===== config.mk =====
export PLATFORM = sky130hd
export DESIGN_NAME = prim_sec_anchor_reader_flat
export DESIGN_NICKNAME = d
export VERILOG_FILES = /design/src/rtl/prim_sec_anchor_pkg.sv /design/src/rtl/prim_sec_anchor_reader_if.sv /design/src/rtl/prim_sec_anchor_flop.sv /design/src/rtl/prim_sec_anchor_pair.sv /design/src/rtl/prim_sec_anchor_reader.sv /design/src/flat_wrapper.sv
export SDC_FILE = /design/constraint.sdc
export NUM_CORES = 1
export LEC_CHECK = 0
export CAP_MARGIN = 20
export CORE_UTILIZATION = 50
export DETAILED_ROUTE_END_ITERATION = 7
export GPL_TIMING_DRIVEN = 0
export PLACE_DENSITY = 0.78
export SYNTH_ARGS = -nofsm -noshare
export SYNTH_HDL_FRONTEND = slang
export SYNTH_SLANG_ARGS = --single-unit

===== constraint.sdc =====
create_clock -name clk_i -period 2.55 [get_ports clk_i]
set_input_delay 0.765 -clock clk_i [delete_from_list [all_inputs] [get_ports clk_i]]
set_output_delay 0.765 -clock clk_i [all_outputs]
set_load 0.02 [all_outputs]

===== src/rtl/prim_sec_anchor_pkg.sv =====
// prim_sec_anchor_pkg: shared state encoding and limits for the anchored state reader
package prim_sec_anchor_pkg;
  typedef enum logic [4:0] {
    IDLE   = 5'b00000,
    COMMIT = 5'b00111,
    CHECK  = 5'b11001,
    FATAL  = 5'b11110
  } state_e;
  localparam int MinScrubPeriod = 2;
endpackage


===== src/rtl/prim_sec_anchor_reader_if.sv =====
// prim_sec_anchor_reader_if: write port, scrub request and read/alert outputs of the reader
interface prim_sec_anchor_reader_if #(
  parameter int Width   = 8,
  parameter int ErrCntW = 4
);
  logic               wr_valid_i;
  logic [Width-1:0]   wr_data_i;
  logic               wr_ready_o;
  logic               scrub_req_i;
  logic [Width-1:0]   rd_data_o;
  logic               rd_valid_o;
  logic               err_o;
  logic [ErrCntW-1:0] err_cnt_o;
  modport slave (
    input  wr_valid_i, wr_data_i, scrub_req_i,
    output wr_ready_o, rd_data_o, rd_valid_o, err_o, err_cnt_o
  );
  modport master (
    output wr_valid_i, wr_data_i, scrub_req_i,
    input  wr_ready_o, rd_data_o, rd_valid_o, err_o, err_cnt_o
  );
endinterface


===== src/rtl/prim_sec_anchor_flop.sv =====
// prim_sec_anchor_flop: enable flop bank kept as a distinct instance so redundant copies stay separate
module prim_sec_anchor_flop #(
  parameter int               Width      = 8,
  parameter logic [Width-1:0] ResetValue = '0
) (
  input  logic             clk_i,
  input  logic             rst_i,
  input  logic             en_i,
  input  logic [Width-1:0] d_i,
  output logic [Width-1:0] q_o
);
  logic [Width-1:0] q_q;
  // hold value, load on enable, reset to the anchor value
  always_ff @(posedge clk_i) begin
    if (rst_i) q_q <= ResetValue;
    else if (en_i) q_q <= d_i;
  end
  assign q_o = q_q;
endmodule


===== src/rtl/prim_sec_anchor_pair.sv =====
// prim_sec_anchor_pair: true and complemented copies in separate anchor flops plus their comparator
module prim_sec_anchor_pair #(
  parameter int               Width      = 8,
  parameter logic [Width-1:0] ResetValue = '0
) (
  input  logic             clk_i,
  input  logic             rst_i,
  input  logic             true_en_i,
  input  logic [Width-1:0] true_d_i,
  input  logic             cpl_en_i,
  output logic [Width-1:0] true_o,
  output logic             consistent_o
);
  logic [Width-1:0] cpl_q;
  prim_sec_anchor_flop #(.Width(Width), .ResetValue(ResetValue)) u_true (
    .clk_i (clk_i),
    .rst_i (rst_i),
    .en_i  (true_en_i),
    .d_i   (true_d_i),
    .q_o   (true_o)
  );
  prim_sec_anchor_flop #(.Width(Width), .ResetValue(~ResetValue)) u_cpl (
    .clk_i (clk_i),
    .rst_i (rst_i),
    .en_i  (cpl_en_i),
    .d_i   (~true_o),
    .q_o   (cpl_q)
  );
  assign consistent_o = &(true_o ^ cpl_q);
endmodule


===== src/rtl/prim_sec_anchor_reader.sv =====
// prim_sec_anchor_reader: hardened state register consumer with scrubbing and sticky fault reporting
module prim_sec_anchor_reader
  import prim_sec_anchor_pkg::*;
#(
  parameter int               Width       = 8,
  parameter logic [Width-1:0] ResetValue  = '0,
  parameter int               ScrubPeriod = 16,
  parameter int               ErrCntW     = 4
) (
  input  logic                     clk_i,
  input  logic                     rst_i,
  prim_sec_anchor_reader_if.slave  bus
);
  localparam int Period = (ScrubPeriod < MinScrubPeriod) ? MinScrubPeriod : ScrubPeriod;
  localparam int TimerW = $clog2(Period);
  state_e             state_q, state_d;
  logic [TimerW-1:0]  timer_q, timer_d;
  logic               pend_q, pend_d;
  logic               err_q, err_d;
  logic [ErrCntW-1:0] cnt_q, cnt_d;
  logic [Width-1:0]   true_q;
  logic               consistent, idle, check, illegal, expired, scrub_trig, hs, fault;
  logic               wr_ready, rd_valid, cpl_en;
  prim_sec_anchor_pair #(.Width(Width), .ResetValue(ResetValue)) u_pair (
    .clk_i        (clk_i),
    .rst_i        (rst_i),
    .true_en_i    (hs),
    .true_d_i     (bus.wr_data_i),
    .cpl_en_i     (cpl_en),
    .true_o       (true_q),
    .consistent_o (consistent)
  );
  assign idle       = state_q == IDLE;
  assign check      = state_q == CHECK;
  assign illegal    = !(state_q inside {IDLE, COMMIT, CHECK, FATAL});
  assign expired    = timer_q == TimerW'(Period - 1);
  assign scrub_trig = expired | bus.scrub_req_i | pend_q;
  assign hs         = bus.wr_valid_i & wr_ready;
  assign fault      = check & ~consistent;
  // state, scrub timer, pending scrub, sticky error and mismatch counter
  always_ff @(posedge clk_i) begin
    if (rst_i) begin
      state_q <= IDLE;
      timer_q <= '0;
      pend_q  <= 1'b0;
      err_q   <= 1'b0;
      cnt_q   <= '0;
    end else begin
      state_q <= state_d;
      timer_q <= timer_d;
      pend_q  <= pend_d;
      err_q   <= err_d;
      cnt_q   <= cnt_d;
    end
  end
  // next state: a live mismatch beats a write, a write beats a scrub, unknown encodings lock up
  always_comb begin
    state_d = FATAL;
    case (state_q)
      IDLE:    state_d = !consistent ? CHECK : hs ? COMMIT : scrub_trig ? CHECK : IDLE;
      COMMIT:  state_d = IDLE;
      CHECK:   state_d = consistent ? IDLE : FATAL;
      default: state_d = FATAL;
    endcase
  end
  // handshake, read qualification and bookkeeping next values
  always_comb begin
    wr_ready = idle & consistent;
    rd_valid = (idle | check) & consistent;
    cpl_en   = state_q == COMMIT;
    timer_d  = check ? '0 : (idle && !expired) ? timer_q + 1'b1 : timer_q;
    pend_d   = check ? 1'b0 : pend_q | (hs & scrub_trig);
    err_d    = err_q | fault | illegal;
    cnt_d    = (fault && cnt_q != '1) ? cnt_q + 1'b1 : cnt_q;
  end
  assign bus.wr_ready_o = wr_ready;
  assign bus.rd_valid_o = rd_valid;
  assign bus.rd_data_o  = rd_valid ? true_q : ResetValue;
  assign bus.err_o      = err_q;
  assign bus.err_cnt_o  = cnt_q;
endmodule


===== src/flat_wrapper.sv =====
// flat-port wrapper written by rule: the top's interface ports become plain ports
module prim_sec_anchor_reader_flat import prim_sec_anchor_pkg::*;
#(
  parameter int               Width       = 8,
  parameter logic [Width-1:0] ResetValue  = '0,
  parameter int               ScrubPeriod = 16,
  parameter int               ErrCntW     = 4
)
  (clk_i, rst_i, bus_wr_valid_i, bus_wr_data_i, bus_scrub_req_i, bus_wr_ready_o, bus_rd_data_o, bus_rd_valid_o, bus_err_o, bus_err_cnt_o);
  prim_sec_anchor_reader_if #(.Width(Width), .ErrCntW(ErrCntW)) bus_i ();
  input  logic clk_i;
  input  logic rst_i;
  input wire logic [$bits(bus_i.wr_valid_i)-1:0] bus_wr_valid_i;
  input wire logic [$bits(bus_i.wr_data_i)-1:0] bus_wr_data_i;
  input wire logic [$bits(bus_i.scrub_req_i)-1:0] bus_scrub_req_i;
  output wire logic [$bits(bus_i.wr_ready_o)-1:0] bus_wr_ready_o;
  output wire logic [$bits(bus_i.rd_data_o)-1:0] bus_rd_data_o;
  output wire logic [$bits(bus_i.rd_valid_o)-1:0] bus_rd_valid_o;
  output wire logic [$bits(bus_i.err_o)-1:0] bus_err_o;
  output wire logic [$bits(bus_i.err_cnt_o)-1:0] bus_err_cnt_o;
  assign bus_i.wr_valid_i = bus_wr_valid_i;
  assign bus_i.wr_data_i = bus_wr_data_i;
  assign bus_i.scrub_req_i = bus_scrub_req_i;
  assign bus_wr_ready_o = bus_i.wr_ready_o;
  assign bus_rd_data_o = bus_i.rd_data_o;
  assign bus_rd_valid_o = bus_i.rd_valid_o;
  assign bus_err_o = bus_i.err_o;
  assign bus_err_cnt_o = bus_i.err_cnt_o;
  prim_sec_anchor_reader #(.Width(Width), .ResetValue(ResetValue), .ScrubPeriod(ScrubPeriod), .ErrCntW(ErrCntW)) u_core (.clk_i(clk_i), .rst_i(rst_i), .bus(bus_i));
endmodule

==> results.md <==
- Status: finished, violations left
- Failing checks: setup timing
- Pwr Total: 0.00210 W
- WHS Path Cells: 2
- ANT cells: 0
- TNS Setup: -0.131 ns
- Final clock skew: approximately 0.0097 ns
- R2R Path End: u_core.u_pair.u_true.q_o[3]
- CTS root buffer: clkbuf_4
- Gr usage total: 0.257
- TritonCTS Buffers: 5
- Global-route wire length before repair: between 4000 and 5000 µm
- Port bufs: 25
- Post-synthesis sequential area ratio: 0.436
- Slowest cell on crit path: dfxtp_2
- Vias in the first global route: roughly 1.1k
- Die width: around 54 µm
- Crit path cell chain: xor2_1 -> nand4_1 -> or2_4 -> a21oi_4 -> buf_6 -> and2_4 -> buf_6
- Hold/Removal Path Class: register to register
- P_leak: roughly 0.81 nW
- Area of the die: 2870 µm²
- Placed insts: 201
- Syn Nets: 160
- Routability cong.: between 0.8 and 0.9
- Fmax: roughly 390 MHz
- Worst R2R Setup Slack: around 0.71 ns
- PD cells: around 1100 nW/µm²
- Clk sinks: 29
- Gr ovfl total: 0
- Slowest stage delay, CP: between 0.3 and 0.4 ns
- Clk_lat worst skew: approximately 0.33 ns
- Initial antenna violation count: 0
- Final wirelength: about 3200 µm
- Clock Pin Slew Worst Setup and Hold Paths: about 0.09 ns
- Setup CP Type: register to primary output
- Crit-path leading delay family: simple AND/OR/NAND/NOR gates
- R2r startpoint: u_core.u_pair.u_true.q_o[0]
- Area of the core: approximately 2500 µm²
- CTS tree: built
- Req. time, crit path: roughly 1.8 ns
- Crit. End Element: primary output
- Cell mode on critical path: buf_6
- Final worst-path cycle share: 1.02
- WP buf/inv: 2
- VDD IR max: slightly below 0.8 mV
- # DRC: 0
- Cell area after synthesis: approximately 1300 µm²
- Initial Util: 0.533
- Final worst setup slack: -0.0386 ns
- Hold path start: u_core.bus.err_o
- Synth Area per Inst: 9.12 µm²
- H-tree level count: 2
- Via count: approximately 1.2k
- Top Ports: 27
- Maximum fanout along the worst path: 4
- Yosys reg bits: 29
- Largest net degree at the start of global routing: 11
- Design Area, Final: 1850 µm²
- Clk buf depth: 2
- WP data arrival: around 1.8 ns
- Slew Viols, Final: 0
- Final Critical Period: 2.59 ns
- Hold-fix buffers, CTS: 0
- Drt first pass iters: 4
- Vias/cell: between 5 and 6
- DR WL/cell: between 10 and 15 µm
- FF-to-FF path depth: 7
- Initial drt markers: 33
- Max_cap viols: 0
- Commonest non-fill, non-tap cell in the layout: nor2_1
- Layout cells sized above 1: 0.297
- Yosys warns: 0
- Final setup viols: 4
- Site Rows: 18
- Post-layout net count: 206
- Fill cells: 172
- Max_slew headroom: 0.609
- Dpl hpwl: 2060 µm
- Distinct cells, synth: 33
- Post-Layout Cell Count: 222
- Fin. Hold Viols: 0
- Antenna viol nets, final: 0
- Die Ht: around 54 µm
- Gate Count Post-Synth: 146
- WHS Endpoint: u_core.bus.err_o
- Placed cell areas: ~1600 µm²
- Most frequent cells in the layout: 23 x nor2_1, 15 x clkdlybuf4s50_1, 15 x dfxtp_1
- P&R area growth vs syn: 39.2%
- RSZ-0062 raised after global routing: yes
- Crit path launch type: register
- Worst-Margin Slew: a little under 0.6 ns
==> registers in the layout, indices dropped and copies added, names as in the netlist <==
| name | count |
|---|---|
| u_core.bus.err_cnt_o | 4 |
| u_core.bus.err_o | 1 |
| u_core.pend_q | 1 |
| u_core.state_q | 3 |
| u_core.timer_q | 4 |
| u_core.u_pair.u_cpl.q_o | 8 |
| u_core.u_pair.u_true.q_o | 8 |
==> metrics by stage <==
stage,hold slack [ns],utilization,worst slack (ns)
5_1_grt,0.492,0.741,-0.126
3_3_place_gp,0.436,0.648,-0.501
3_5_place_dp,0.444,0.648,-0.600
6_report,0.458,0.741,-0.0386
4_1_cts,0.460,0.711,-0.00354
2_1_floorplan,0.445,-,0.00230
==> area by class of cell <==
| cell class | instances | area, µm² | share of cell area |
|---|---|---|---|
| multi-input combinational | 109 | 766 | 0.413 |
| sequential | 29 | 601 | 0.324 |
| timing repair buffer | 38 | 352 | 0.190 |
| clock buffer | 7 | 55.1 | 0.0297 |
| tap | 30 | 37.5 | 0.0203 |
| buffer | 6 | 31.3 | 0.0169 |
| inverter | 3 | 11.3 | 0.00608 |
==> cells in the mapped netlist (all sizes together) <==
cell / number / area share
or4: 1 / 0.0056
mux2i: 8 / 0.060
a211o: 8 / 0.053
o2111ai: 1 / 0.0066
dfxtp: 29 / 0.44
o21a: 1 / 0.0056
a21oi: 7 / 0.026
o21ai: 4 / 0.015
nand3: 5 / 0.019
or2: 1 / 0.0047
a31oi: 2 / 0.0094
a211oi: 2 / 0.015
buf: 3 / 0.015
inv: 3 / 0.0085
nand2: 3 / 0.0085
and4b: 3 / 0.023
clkbuf: 3 / 0.0085
or3: 2 / 0.013
and2: 9 / 0.042
and3b: 1 / 0.0066
ha: 2 / 0.019
nand3b: 3 / 0.017
nor3: 5 / 0.019
nor3b: 1 / 0.0056
nand4b: 1 / 0.0066
nand4: 2 / 0.0094
nor2: 23 / 0.065
xor2: 9 / 0.059
nand2b: 4 / 0.019
==> report_power, final <==
part | internal (W) | total [W] | switching [W]
Sequential | 0.000561 | 0.000653 | 0.0000927
Clock | 0.000130 | 0.000281 | 0.000151
Combinational | 0.000541 | 0.00117 | 0.000627
Total | 0.00123 | 0.00210 | 0.000871
==> routing by layer <==
layer / vias to the layer above / global-route usage / wire length (µm)
met5: - / 0 / 0
met2: 35 / 0.404 / 1560
met1: 579 / 0.315 / 1430
met4: 0 / 0.0921 / 34
li1: 610 / - / -
met3: 4 / 0.102 / 150
==> worst max path at each step <==
stage | start | to | slack, ns | cells past startpoint
final | u_core.u_pair.u_true.q_o[0] | bus_rd_data_o[6] | -0.04 | 7
after global routing | u_core.u_pair.u_true.q_o[1] | bus_rd_data_o[6] | -0.13 | 7
after CTS | u_core.u_pair.u_true.q_o[0] | bus_rd_data_o[6] | -0.004 | 7
after detailed placement | u_core.u_pair.u_true.q_o[0] | bus_rd_data_o[4] | -0.60 | 6
after global placement | u_core.u_pair.u_true.q_o[1] | bus_rd_data_o[6] | -0.50 | 6
after floorplan | u_core.u_pair.u_true.q_o[1] | bus_rd_data_o[0] | 0.002 | 5
==> cells by family (layout without fill, tap and decap cells) <==
kind of cell,after synthesis,after routing,share of synthesized area
compound gates,25,26,0.131
flops,29,29,0.436
xor+xnor,9,9,0.0592
simple gates,64,64,0.263
buf+inv,9,54,0.0319
fa+ha+maj,2,2,0.0188
mux,8,8,0.0602
==> worst reg2reg max path: cells and delay by family (launching register included) <==
| kind | cells | cell delay (ns) |
|---|---|---|
| buffers and inverters | 2 | 0.32 |
| xor gates and xnor gates | 1 | 0.16 |
| DFF | 1 | 0.37 |
| muxes | 1 | 0.15 |
| and+or+nand+nor | 3 | 0.69 |
==> timing repair <==
| item | CTS | global route |
|---|---|---|
| gates cloned | 1 | 0 |
| gates resized for setup | 65 | 17 |
| endpoints found under the setup margin | 10 | 10 |
| buffers inserted | 9 | 4 |
| pin swaps | 7 | 8 |
No activity file was read; power rests on OpenSTA's default activity.
